===== src/rtl/mem_ctrl_pkg.sv =====
// Shared definitions for the memory line controller and the cache-side blocks
// that talk to it.
package mem_ctrl_pkg;

    typedef enum logic [1:0] {
        ST_IDLE = 2'd0,
        ST_WAIT = 2'd1,
        ST_XFER = 2'd2,
        ST_RESP = 2'd3
    } mem_state_e;

    localparam int LINE_WORDS = 4;
    localparam int LINE_W     = LINE_WORDS * 32;
    localparam int OFFSET_W   = 2;

endpackage


===== src/rtl/mem_line_ctrl.sv =====
// Cache-line transfer controller: one fill or writeback at a time, fixed access
// latency, then WORDS single-word beats on a single-port bank.
module mem_line_ctrl
    import mem_ctrl_pkg::*;
#(
    parameter int ADDR_W = 28,
    parameter int DATA_W = 32,
    parameter int WORDS  = LINE_WORDS,
    parameter int LAT    = 3
) (
    input  logic                      clk,
    input  logic                      rst,
    input  logic                      req_valid,
    output logic                      req_ready,
    input  logic                      req_write,
    input  logic [ADDR_W-1:0]         req_addr,
    input  logic [WORDS*DATA_W-1:0]   req_wdata,
    output logic                      resp_valid,
    output logic [WORDS*DATA_W-1:0]   resp_rdata,
    output logic                      busy,
    output logic [ADDR_W-1:0]         mem_addr,
    output logic                      mem_write_en,
    output logic [DATA_W-1:0]         mem_wdata,
    input  logic [DATA_W-1:0]         mem_rdata
);

    localparam int OFF_W = $clog2(WORDS);

    localparam logic [1:0] IDLE = ST_IDLE;
    localparam logic [1:0] WAIT = ST_WAIT;
    localparam logic [1:0] XFER = ST_XFER;
    localparam logic [1:0] RESP = ST_RESP;

    logic [1:0]              state;
    logic [3:0]              lat_cnt;
    logic [OFF_W-1:0]        beat;
    logic [ADDR_W-1:0]       base;
    logic                    wr_q;
    logic [WORDS*DATA_W-1:0] wdata_q;

    logic accept;
    logic last_beat;
    logic unused_addr_bits;

    assign accept           = (state == IDLE) && req_valid;
    assign last_beat        = (beat == OFF_W'(WORDS - 1));
    assign unused_addr_bits = ^req_addr[OFF_W-1:0];

    always_ff @(posedge clk or posedge rst) begin
        if (rst) begin
            state   <= IDLE;
            lat_cnt <= '0;
            beat    <= '0;
        end else begin
            case (state)
                IDLE: if (req_valid) begin
                    lat_cnt <= 4'(LAT);
                    beat    <= '0;
                    state   <= (LAT == 0) ? XFER : WAIT;
                end
                WAIT: begin
                    lat_cnt <= lat_cnt - 4'd1;
                    if (lat_cnt == 4'd1) state <= XFER;
                end
                XFER: begin
                    // beat wraps back to 0 on the last beat, ready for the next line
                    beat <= beat + 1'b1;
                    if (last_beat) state <= RESP;
                end
                RESP:    state <= IDLE;
                default: state <= IDLE;
            endcase
        end
    end

    always_ff @(posedge clk or posedge rst) begin
        if (rst) begin
            base    <= '0;
            wr_q    <= 1'b0;
            wdata_q <= '0;
        end else if (accept) begin
            base    <= {req_addr[ADDR_W-1:OFF_W], {OFF_W{1'b0}}};
            wr_q    <= req_write;
            wdata_q <= req_wdata;
        end
    end

    // Fill data assembles in place and holds until the next fill overwrites it.
    always_ff @(posedge clk or posedge rst) begin
        if (rst)
            resp_rdata <= '0;
        else if (state == XFER && !wr_q)
            resp_rdata[beat*DATA_W +: DATA_W] <= mem_rdata;
    end

    // Bank-side outputs are decoded from state so reset drops the write strobe at once.
    always_comb begin
        mem_addr     = '0;
        mem_write_en = 1'b0;
        mem_wdata    = '0;
        if (state == XFER) begin
            mem_addr     = base | ADDR_W'(beat);
            mem_write_en = wr_q;
            if (wr_q) mem_wdata = wdata_q[beat*DATA_W +: DATA_W];
        end
    end

    assign req_ready  = (state == IDLE);
    assign busy       = (state != IDLE);
    assign resp_valid = (state == RESP);

endmodule

===== config.mk =====
export PLATFORM = sky130hd
export DESIGN_NAME = mem_line_ctrl
export DESIGN_NICKNAME = d
export VERILOG_FILES = /design/src/rtl/mem_ctrl_pkg.sv /design/src/rtl/mem_line_ctrl.sv
export SDC_FILE = /design/constraint.sdc
export NUM_CORES = 1
export LEC_CHECK = 0
export CORE_AREA = 2 2 159 161
export CTS_CLUSTER_DIAMETER = 200
export DETAILED_ROUTE_END_ITERATION = 6
export DIE_AREA = 0 0 161 163
export MAX_ROUTING_LAYER = met4
export PLACE_DENSITY = 0.86
export SETUP_SLACK_MARGIN = 0.1
export SLEW_MARGIN = 0
export SYNTH_ARGS = -nofsm -noshare
export SYNTH_HDL_FRONTEND = slang
export SYNTH_SLANG_ARGS = --single-unit

===== constraint.sdc =====
create_clock -name clk -period 17.2 [get_ports clk]
set_input_delay 3.44 -clock clk [delete_from_list [all_inputs] [get_ports clk]]
set_output_delay 3.44 -clock clk [all_outputs]
set_load 0.03 [all_outputs]

==> results of run 1 <==
[cell type report]
type / instances / area share, %
sequential: 291 / 41.81
multi-input combinational: 558 / 26.98
timing repair buffer: 394 / 22.46
clock buffer: 42 / 5.093
tap: 330 / 2.371
clock inverter: 11 / 0.9267
inverter: 12 / 0.3017
antenna: 4 / 0.05747
[placed cells by master (no fill, tap or decap), types with 2 or more instances in the layout]
cell type,netlist,routed
diode_2,0,4
dfrtp_1,291,290
inv_1,12,11
clkbuf_8,0,7
a22o_1,64,64
o21ai_0,41,41
buf_4,9,13
nor2b_1,34,34
ha_1,12,12
a31oi_1,2,2
nand3_1,2,2
mux4_2,32,32
nand3b_1,4,4
nor2_1,4,4
mux2_2,157,157
nor3b_1,2,2
bufinv_16,0,4
clkdlybuf4s50_1,0,381
clkinv_2,0,5
nor4b_4,2,2
and2_1,28,28
nand2_1,134,133
o21ai_1,26,26
clkbuf_1,27,4
clkbuf_16,0,31
[layer usage]
layer | vias up | GRT usage, % | part of all wire, %
met5 | - | - | 0
met2 | 402 | 43.72 | 51
met3 | 68 | 6.646 | 8.8
met4 | 0 | 8.807 | 3.1
li1 | 3985 | - | -
met1 | 4433 | 30.75 | 37
[where the power goes]
group | leakage, nW | switching [mW] | internal (mW)
Sequential | 3.56 | 0.188 | 1.02
Combinational | 3.18 | 0.808 | 0.781
Clock | 0.517 | 0.266 | 0.417
[per-stage QoR]
stage	power, mW	setup WS (ns)	std cells	hold WS [ns]	cell area [µm²]
floorplan	2.204	5.726	926	0.4712	12380
global placement	2.735	10.60	1585	0.4622	16360
detailed placement	2.793	10.59	1585	0.4702	16360
CTS	3.500	10.61	1638	0.4837	17410
global route	3.643	10.52	1641	0.5065	17420
finish	3.474	10.68	1642	0.4823	17420
[critical path: stages, from the launching register on]
cell             delay (ns)
dfrtp_2                0.48
buf_4                  0.58
mux4_2                 0.65
nor2b_1                0.16
clkdlybuf4s50_1        0.61
[sequential cells by signal (all words and copies together), names as in the netlist]
register,flops
state,2
beat,2
lat_cnt,4
resp_rdata,128
base,26
wr_q,1
wdata_q,128
[kinds of logic after synthesis]
| kind of cell | synth area share [%] |
|---|---|
| compound gates | 7.714 |
| fa+ha+maj | 1.213 |
| buf+inv | 3.245 |
| flops | 58.84 |
| mux | 20.19 |
| simple gates | 8.796 |
[final timing paths]
check                           cells past startpoint              end           start
worst max-delay path                                4    mem_wdata[20]         beat[0]
worst min-delay path                                2   resp_rdata[36]  resp_rdata[36]
worst max register to register                      5      wdata_q[36]        state[0]
worst min register to register                      2   resp_rdata[36]  resp_rdata[36]
max in group asynchronous                           4     wdata_q[125]             rst
min in group asynchronous                           2  resp_rdata[101]             rst
==> results.toml, run 1 <==
[hold_path]
min-delay-path-class = "reg2reg"

[flow_run]
timing.max_cap.violations = 0

[clock_network]
cts.sink_count = 291
worstSkewPairLatency_ns = 0.55
htreeDepth = 1
count_of_instances_resized_after_the_clock_tree_is_built = 0
cts.repair_timing.setup_buffer_count = 0
path_clk_slew_ns = 0.06
cts_root_buf = "clkbuf_16"
tritoncts = "built"
clock_tree.buffer_depth = 3
cts_buffers = 30
postCtsHoldBufs = 0

[timing]
rsz0062_at_grt = "false"
finalSetupTns_ns = 0
timing.final.crit_share_pct = 37.90
tmin_final_ns = 6.518
final-setup-viol-count = 0
slew_viol_final = 0
max_freq_mhz = 153.4
tightest_slew_ns = 1.072
finalHoldViolCount = 0
relSlewSlack_pct = 28.54
finalClockSkew_ns = 0.01140

[place]
io_buffer_count = 381
dp_hpwl_mm = 22.54
routabilityCongestion = 0.8115

[finish]
final_layout_size_suffix_gt1_share_pct = 19.95
layout.core_utilization_pct = 70.59
areaGrowthSynthToFinish_pct = 40.74
num-fill-cells = 1641
area_taken_by_multi_input_logic_gates_um2 = 4700
nets = 1491
ff_latch_area_um2 = 7283

[logic_synthesis]
synth.yosys.warnings = 0
synth.net_count = 1130
synthesis.area_um2 = 12380
async_reset_ff_share_pct = 100.0
yosysMostFrequentCell = "dfrtp_1"
synthDistinctLibCells = 36
dominantRegCellSynth = "dfrtp_1"
synth_area_leaders = "dfrtp_1 59%, mux2_2 14%, mux4_2 5.8%"
synthesis.area_per_instance_um2 = 13.36
syn_inst = 926
postSynthRegisterBits = 291
synth-edff-count = 0
cell_type_with_the_largest_total_area_after_synthesis = "dfrtp_1"
synth_seq_area_share_pct = 58.84
synth_commonest_cells = "291 x dfrtp_1, 157 x mux2_2, 134 x nand2_1"
yosysTopAreaCellShare_pct = 58.84

[pwr]
power.static_leakage_nw = 7.259
powerDensity_nw_per_um2 = 199.5
peakVddDrop_mv = 0.1238

[floorplan]
die_y_um = 163
std_cell_rows = 58
dieArea_um2 = 26240
ios = 384
die_width_um = 161
floorplan.initialDensity_pct = 50.16
design.core.area_um2 = 24670

[global_routing]
grt_pass1_wl_mm = 51.62
largest_net_degree_at_the_start_of_global_routing = 146
track_usage_pct = 26.01
grt_pass1_vias = 9322
number_of_antenna_violations_at_the_first_check_in_global_routing = 3
overflow = 0

[critical_path]
rrSetupSlack_ns = 14.00
critPathKind = "reg2out"
endpoint_type_of_the_worst_setup_path = "primary output"
critPathMaxFanout = 34
worstPathArrival_ns = 3.08
startpoint_type = "flip-flop"
cp.required_ns = 13.76

[routing]
routed_wl_mm = 33.48
drt_iter0_drc = 646
ant_nets = 0
first_pass_iters = 5
route.detailed.vias_per_inst = 5.413
post-route-drc-count = 0
drt-wirelength-per-cell_um = 20.39
num_vias = 8888

[outcome]
status = "complete, no violations"
Power figures use the tool's default switching activity.
==> run 2, diff against run 1 <==
--- a/config.mk
+++ b/config.mk
@@ -5,12 +5,12 @@
 export SDC_FILE = /design/constraint.sdc
 export NUM_CORES = 1
 export LEC_CHECK = 0
-export CORE_AREA = 2 2 159 161
+export CORE_AREA = 2 2 166 168
 export CTS_CLUSTER_DIAMETER = 200
 export DETAILED_ROUTE_END_ITERATION = 6
-export DIE_AREA = 0 0 161 163
+export DIE_AREA = 0 0 168 170
 export MAX_ROUTING_LAYER = met4
-export PLACE_DENSITY = 0.86
+export PLACE_DENSITY = 0.79
 export SETUP_SLACK_MARGIN = 0.1
 export SLEW_MARGIN = 0
 export SYNTH_ARGS = -nofsm -noshare
==> constraint.sdc (replaced) <==
create_clock -name clk -period 6.8 [get_ports clk]
set_input_delay 1.36 -clock clk [delete_from_list [all_inputs] [get_ports clk]]
set_output_delay 1.36 -clock clk [all_outputs]
set_load 0.03 [all_outputs]
==> run 2 against run 1 <==
- final area about the same
- non-clock buffer count up 1
- wire length about the same
- die area grew 8.8%
- cell count is 0.61% higher
- core utilization is 5.3 points lower
- register-to-register slack got worse by 10 ns
- global-route usage shrank 2.2 points
- critical path type unchanged
- highest routed layer unchanged
- clock skew is 0.0053 ns higher
- via count shrank 0.63%
- hold slack worse by 0.00069 ns
- critical path depth unchanged
==> results.toml, run 2 (synthesis gave the netlist of run 1 again) <==
[critical_path]
r2r_end = "resp_rdata[15]"
path_depth = 4
rrSetupSlack_ns = 3.67
worst-path-buf-inv = 2
endpoint_type_of_the_worst_setup_path = "primary output"
beginning_of_the_worst_register_to_register_path = "beat[1]"
critical_path.top_delay_family = "buffers and inverters"
max_stage_delay_ns = 0.86
cp-endpoint = "mem_wdata[17]"
worstPathArrival_ns = 3.25
critPathMaxFanout = 23
cp.required_ns = 5.44
critPathKind = "reg2out"
startpoint_type = "flip-flop"
crit_path_start = "beat[0]"
crit_slowest_cell = "dfrtp_2"
timing.reg2reg.worst_path_depth = 6
cp_cell_sequence = "buf_4 -> mux4_2 -> nor2b_1 -> clkdlybuf4s50_1"

[timing]
timing.final.crit_share_pct = 67.77
finalClockSkew_ns = 0.01666
tmin_final_ns = 4.608
rsz0062_at_grt = "false"
finalSetupTns_ns = 0
hold_slack_ns = 0.4816
max_freq_mhz = 217.0
slew_viol_final = 0
worst_slack_ns = 2.192
relSlewSlack_pct = 30.90
final-setup-viol-count = 0
tightest_slew_ns = 1.036
finalHoldViolCount = 0

[finish]
final_area_um2 = 17410
final_layout_size_suffix_gt1_share_pct = 19.86
areaGrowthSynthToFinish_pct = 40.68
layout.cells.most_common_list = "381 x clkdlybuf4s50_1, 289 x dfrtp_1, 157 x mux2_2, 133 x nand2_1, 64 x a22o_1"
mostFrequentLayoutCell = "clkdlybuf4s50_1"
layout.core_utilization_pct = 65.33
non_filler_instance_count_after_layout = 1652
nets = 1493
reg_top3 = "resp_rdata (128), wdata_q (128), base (26)"

[floorplan]
die_width_um = 168
std_cell_rows = 60
die_y_um = 170
dieArea_um2 = 28560
design.core.area_um2 = 26650
floorplan.initialDensity_pct = 46.44
ios = 384

[clock_network]
cts.repair_timing.setup_buffer_count = 0
htreeDepth = 1
cts.sink_count = 291
cts_buffers = 31
worstSkewPairLatency_ns = 0.56
postCtsHoldBufs = 0
path_clk_slew_ns = 0.06
tritoncts = "built"
count_of_instances_resized_after_the_clock_tree_is_built = 0
clock_tree.buffer_depth = 3
cts_root_buf = "clkbuf_16"

[pwr]
peakVddDrop_mv = 0.2843
power.static_leakage_nw = 7.232
p_total_mw = 8.736
powerDensity_nw_per_um2 = 501.8

[outcome]
status = "complete, no violations"

[hold_path]
min-delay-path-class = "reg2reg"
worst_hold_startpoint = "resp_rdata[75]"
timing.hold.worst_path_depth = 2

[routing]
dr_top_layer = "met4"
post-route-drc-count = 0
ant_nets = 0
met2_wirelength_mm = 16.89
routed_wl_mm = 33.49
met3_length_mm = 3.428
met1Wirelength_mm = 12.71
num_vias = 8832
route.detailed.vias_per_inst = 5.346
first_pass_iters = 5
drt_iter0_drc = 716
drt-wirelength-per-cell_um = 20.27

[flow_run]
timing.max_cap.violations = 0

[place]
numPlacedInstances = 1597
dp_worst_setup_slack_ns = 2.672
io_buffer_count = 381
dp_hpwl_mm = 23.16
routabilityCongestion = 0.7968
place_area_um2 = 16390

[global_routing]
number_of_antenna_violations_at_the_first_check_in_global_routing = 2
largest_net_degree_at_the_start_of_global_routing = 129
track_usage_pct = 23.80
overflow = 0
grt_pass1_vias = 9259
grt_pass1_wl_mm = 51.61
==> run 2: area by class of cell <==
cell class	count	area, µm²
Antenna cell	2	5.005
Clock buffer	41	843.3
Clock inverter	12	171.4
Fill cell	1923	9240
Inverter	12	48.80
Multi-Input combinational cell	558	4700
Sequential cell	291	7284
Tap cell	341	426.7
Timing Repair Buffer	395	3931
==> run 2: worst min-delay path: stages, from the launching register on <==
cell,delay (ns)
dfrtp_1,0.34
nand2_1,0.05
o21ai_0,0.06
==> run 2: per-layer routing <==
layer,vias up,GRT usage [%]
li1,3967,-
met4,0,4.802
met1,4441,27.23
met3,37,8.186
met2,387,40.93
met5,-,-
==> run 2: worst min-delay path by stage <==
stage	end	slack (ns)
floorplan	base[22]	0.47
global placement	resp_rdata[75]	0.46
detailed placement	resp_rdata[43]	0.47
CTS	resp_rdata[82]	0.48
global route	resp_rdata[43]	0.49
finish	resp_rdata[75]	0.48
==> run 2: power breakdown <==
| part | internal [mW] | total (mW) | switching (mW) |
|---|---|---|---|
| Clock | 1.02 | 1.69 | 0.677 |
| Combinational | 1.97 | 3.96 | 1.99 |
| Sequential | 2.57 | 3.08 | 0.514 |
==> run 3, diff against run 2 <==
==> constraint.sdc (replaced) <==
create_clock -name clk -period 4.7 [get_ports clk]
set_input_delay 0.94 -clock clk [delete_from_list [all_inputs] [get_ports clk]]
set_output_delay 0.94 -clock clk [all_outputs]
set_load 0.03 [all_outputs]
==> run 3 against run 2 <==
- sequential power is 43% higher
- cell count hardly changed
- combinational power grew 46%
- clock power rose by 40%
- worst setup slack worse by 1.3 ns
==> results.toml, run 3 (synthesis gave the netlist of run 1 again) <==
[hold_path]
min-delay-path-class = "reg2reg"
timing.hold.worst_path_depth = 2

[timing]
relSlewSlack_pct = 39.96
slew_viol_final = 0
finalHoldViolCount = 0
tmin_final_ns = 3.808
tightest_slew_ns = 0.8957
timing.final.crit_share_pct = 81.02
rsz0062_at_grt = "false"
finalSetupTns_ns = 0
final-setup-viol-count = 0
finalClockSkew_ns = 0.01045
hold_slack_ns = 0.4783
max_freq_mhz = 262.6

[floorplan]
floorplan.initialDensity_pct = 46.44
die_width_um = 168
ios = 384
dieArea_um2 = 28560
design.core.area_um2 = 26650
die_y_um = 170
std_cell_rows = 60

[place]
dp_hpwl_mm = 23.16
routabilityCongestion = 0.8017
io_buffer_count = 381
numPlacedInstances = 1600

[critical_path]
timing.reg2reg.worst_path_depth = 7
cp.required_ns = 3.76
critPathKind = "reg2out"
worstPathArrival_ns = 2.87
endpoint_type_of_the_worst_setup_path = "primary output"
critPathMaxFanout = 37
startpoint_type = "flip-flop"

[finish]
final_layout_size_suffix_gt1_share_pct = 20.02
layout.core_utilization_pct = 65.43
nets = 1496
areaGrowthSynthToFinish_pct = 40.90
mostFrequentLayoutCell = "clkdlybuf4s50_1"
layout.cells.most_common_list = "381 x clkdlybuf4s50_1, 289 x dfrtp_1, 157 x mux2_2, 133 x nand2_1, 64 x a22o_1"
reg_top3 = "resp_rdata (128), wdata_q (128), base (26)"
non_filler_instance_count_after_layout = 1653

[outcome]
status = "complete, no violations"

[clock_network]
cts_buffers = 31
cts_root_buf = "clkbuf_16"
path_clk_slew_ns = 0.06
cts.sink_count = 291
worstSkewPairLatency_ns = 0.55
clock_tree.buffer_depth = 3
count_of_instances_resized_after_the_clock_tree_is_built = 0
postCtsHoldBufs = 0
tritoncts = "built"
htreeDepth = 1
cts.repair_timing.setup_buffer_count = 0

[routing]
num_vias = 8861
routed_wl_mm = 33.47
route.detailed.vias_per_inst = 5.361
drt-wirelength-per-cell_um = 20.25
ant_nets = 0
drt_iter0_drc = 622
first_pass_iters = 5
post-route-drc-count = 0

[global_routing]
track_usage_pct = 23.99
largest_net_degree_at_the_start_of_global_routing = 129
number_of_antenna_violations_at_the_first_check_in_global_routing = 3
grt_pass1_wl_mm = 52.14
overflow = 0
grt_pass1_vias = 9362

[flow_run]
timing.max_cap.violations = 0

[pwr]
power.static_leakage_nw = 7.253
peakVddDrop_mv = 0.4402
powerDensity_nw_per_um2 = 720.4
run 3: changes by cell type in the layout (fill, tap and decap cells not counted), sizes merged:
cell | before | now
clkbuf | 41 | 45
diode | 2 | 3
clkinvlp | 4 | 2
bufinv | 4 | 1
clkinv | 4 | 1
inv | 12 | 13
buf | 14 | 17
run 3: report_power, final:
group | internal, mW | total [mW] | switching (mW)
logic | 2.87 | 5.80 | 2.93
registers | 3.72 | 4.40 | 0.686
clock network | 1.39 | 2.36 | 0.966
run 3: final timing paths:
check	from	endpoint	slack, ns
setup reg to reg	beat[1]	resp_rdata[31]	1.46
hold / removal	resp_rdata[55]	resp_rdata[55]	0.48
min in group asynchronous	rst	wr_q	0.89
hold reg to reg	resp_rdata[55]	resp_rdata[55]	0.48
setup / recovery	state[0]	mem_wdata[23]	0.89
max in group asynchronous	rst	resp_rdata[100]	3.14
run 3: worst max-delay path: stages, from the launching register on:
cell and delay [ns]:
dfrtp_1 0.43, inv_1 0.10, ha_1 0.14, buf_4 0.31
nand2_1 0.08, buf_4 0.28, nor2b_1 0.20, clkdlybuf4s50_1 0.75
run 3: area by class of cell:
class                   instances  area (µm²)
inverters                      12       48.80
diodes                          3       7.507
repair buffers                398        3991
multi-input cells             558        4700
clock buffers                  45       918.4
clock inverters                 5       60.06
well taps                     341       426.7
flip-flops and latches        291        7284
fillers                      1945        9214
run 3: per-stage QoR:
step	setup slack (ns)	power (mW)	instance area, µm²
final	0.8920	12.56	17440
after global routing	0.6752	13.22	17440
after CTS	0.8178	12.66	17430
after detailed placement	1.411	10.26	16450
after global placement	1.426	10.06	16450
after floorplan	-0.1012	8.067	12380
run 3: layer usage:
| metal | vias to the layer above | global-route usage (%) | wire length, µm |
|---|---|---|---|
| li1 | 3991 | - | - |
| met1 | 4428 | 28.72 | 12980 |
| met2 | 393 | 40.17 | 16550 |
| met3 | 49 | 7.302 | 3162 |
| met4 | 0 | 5.558 | 781 |
| met5 | - | - | 0 |
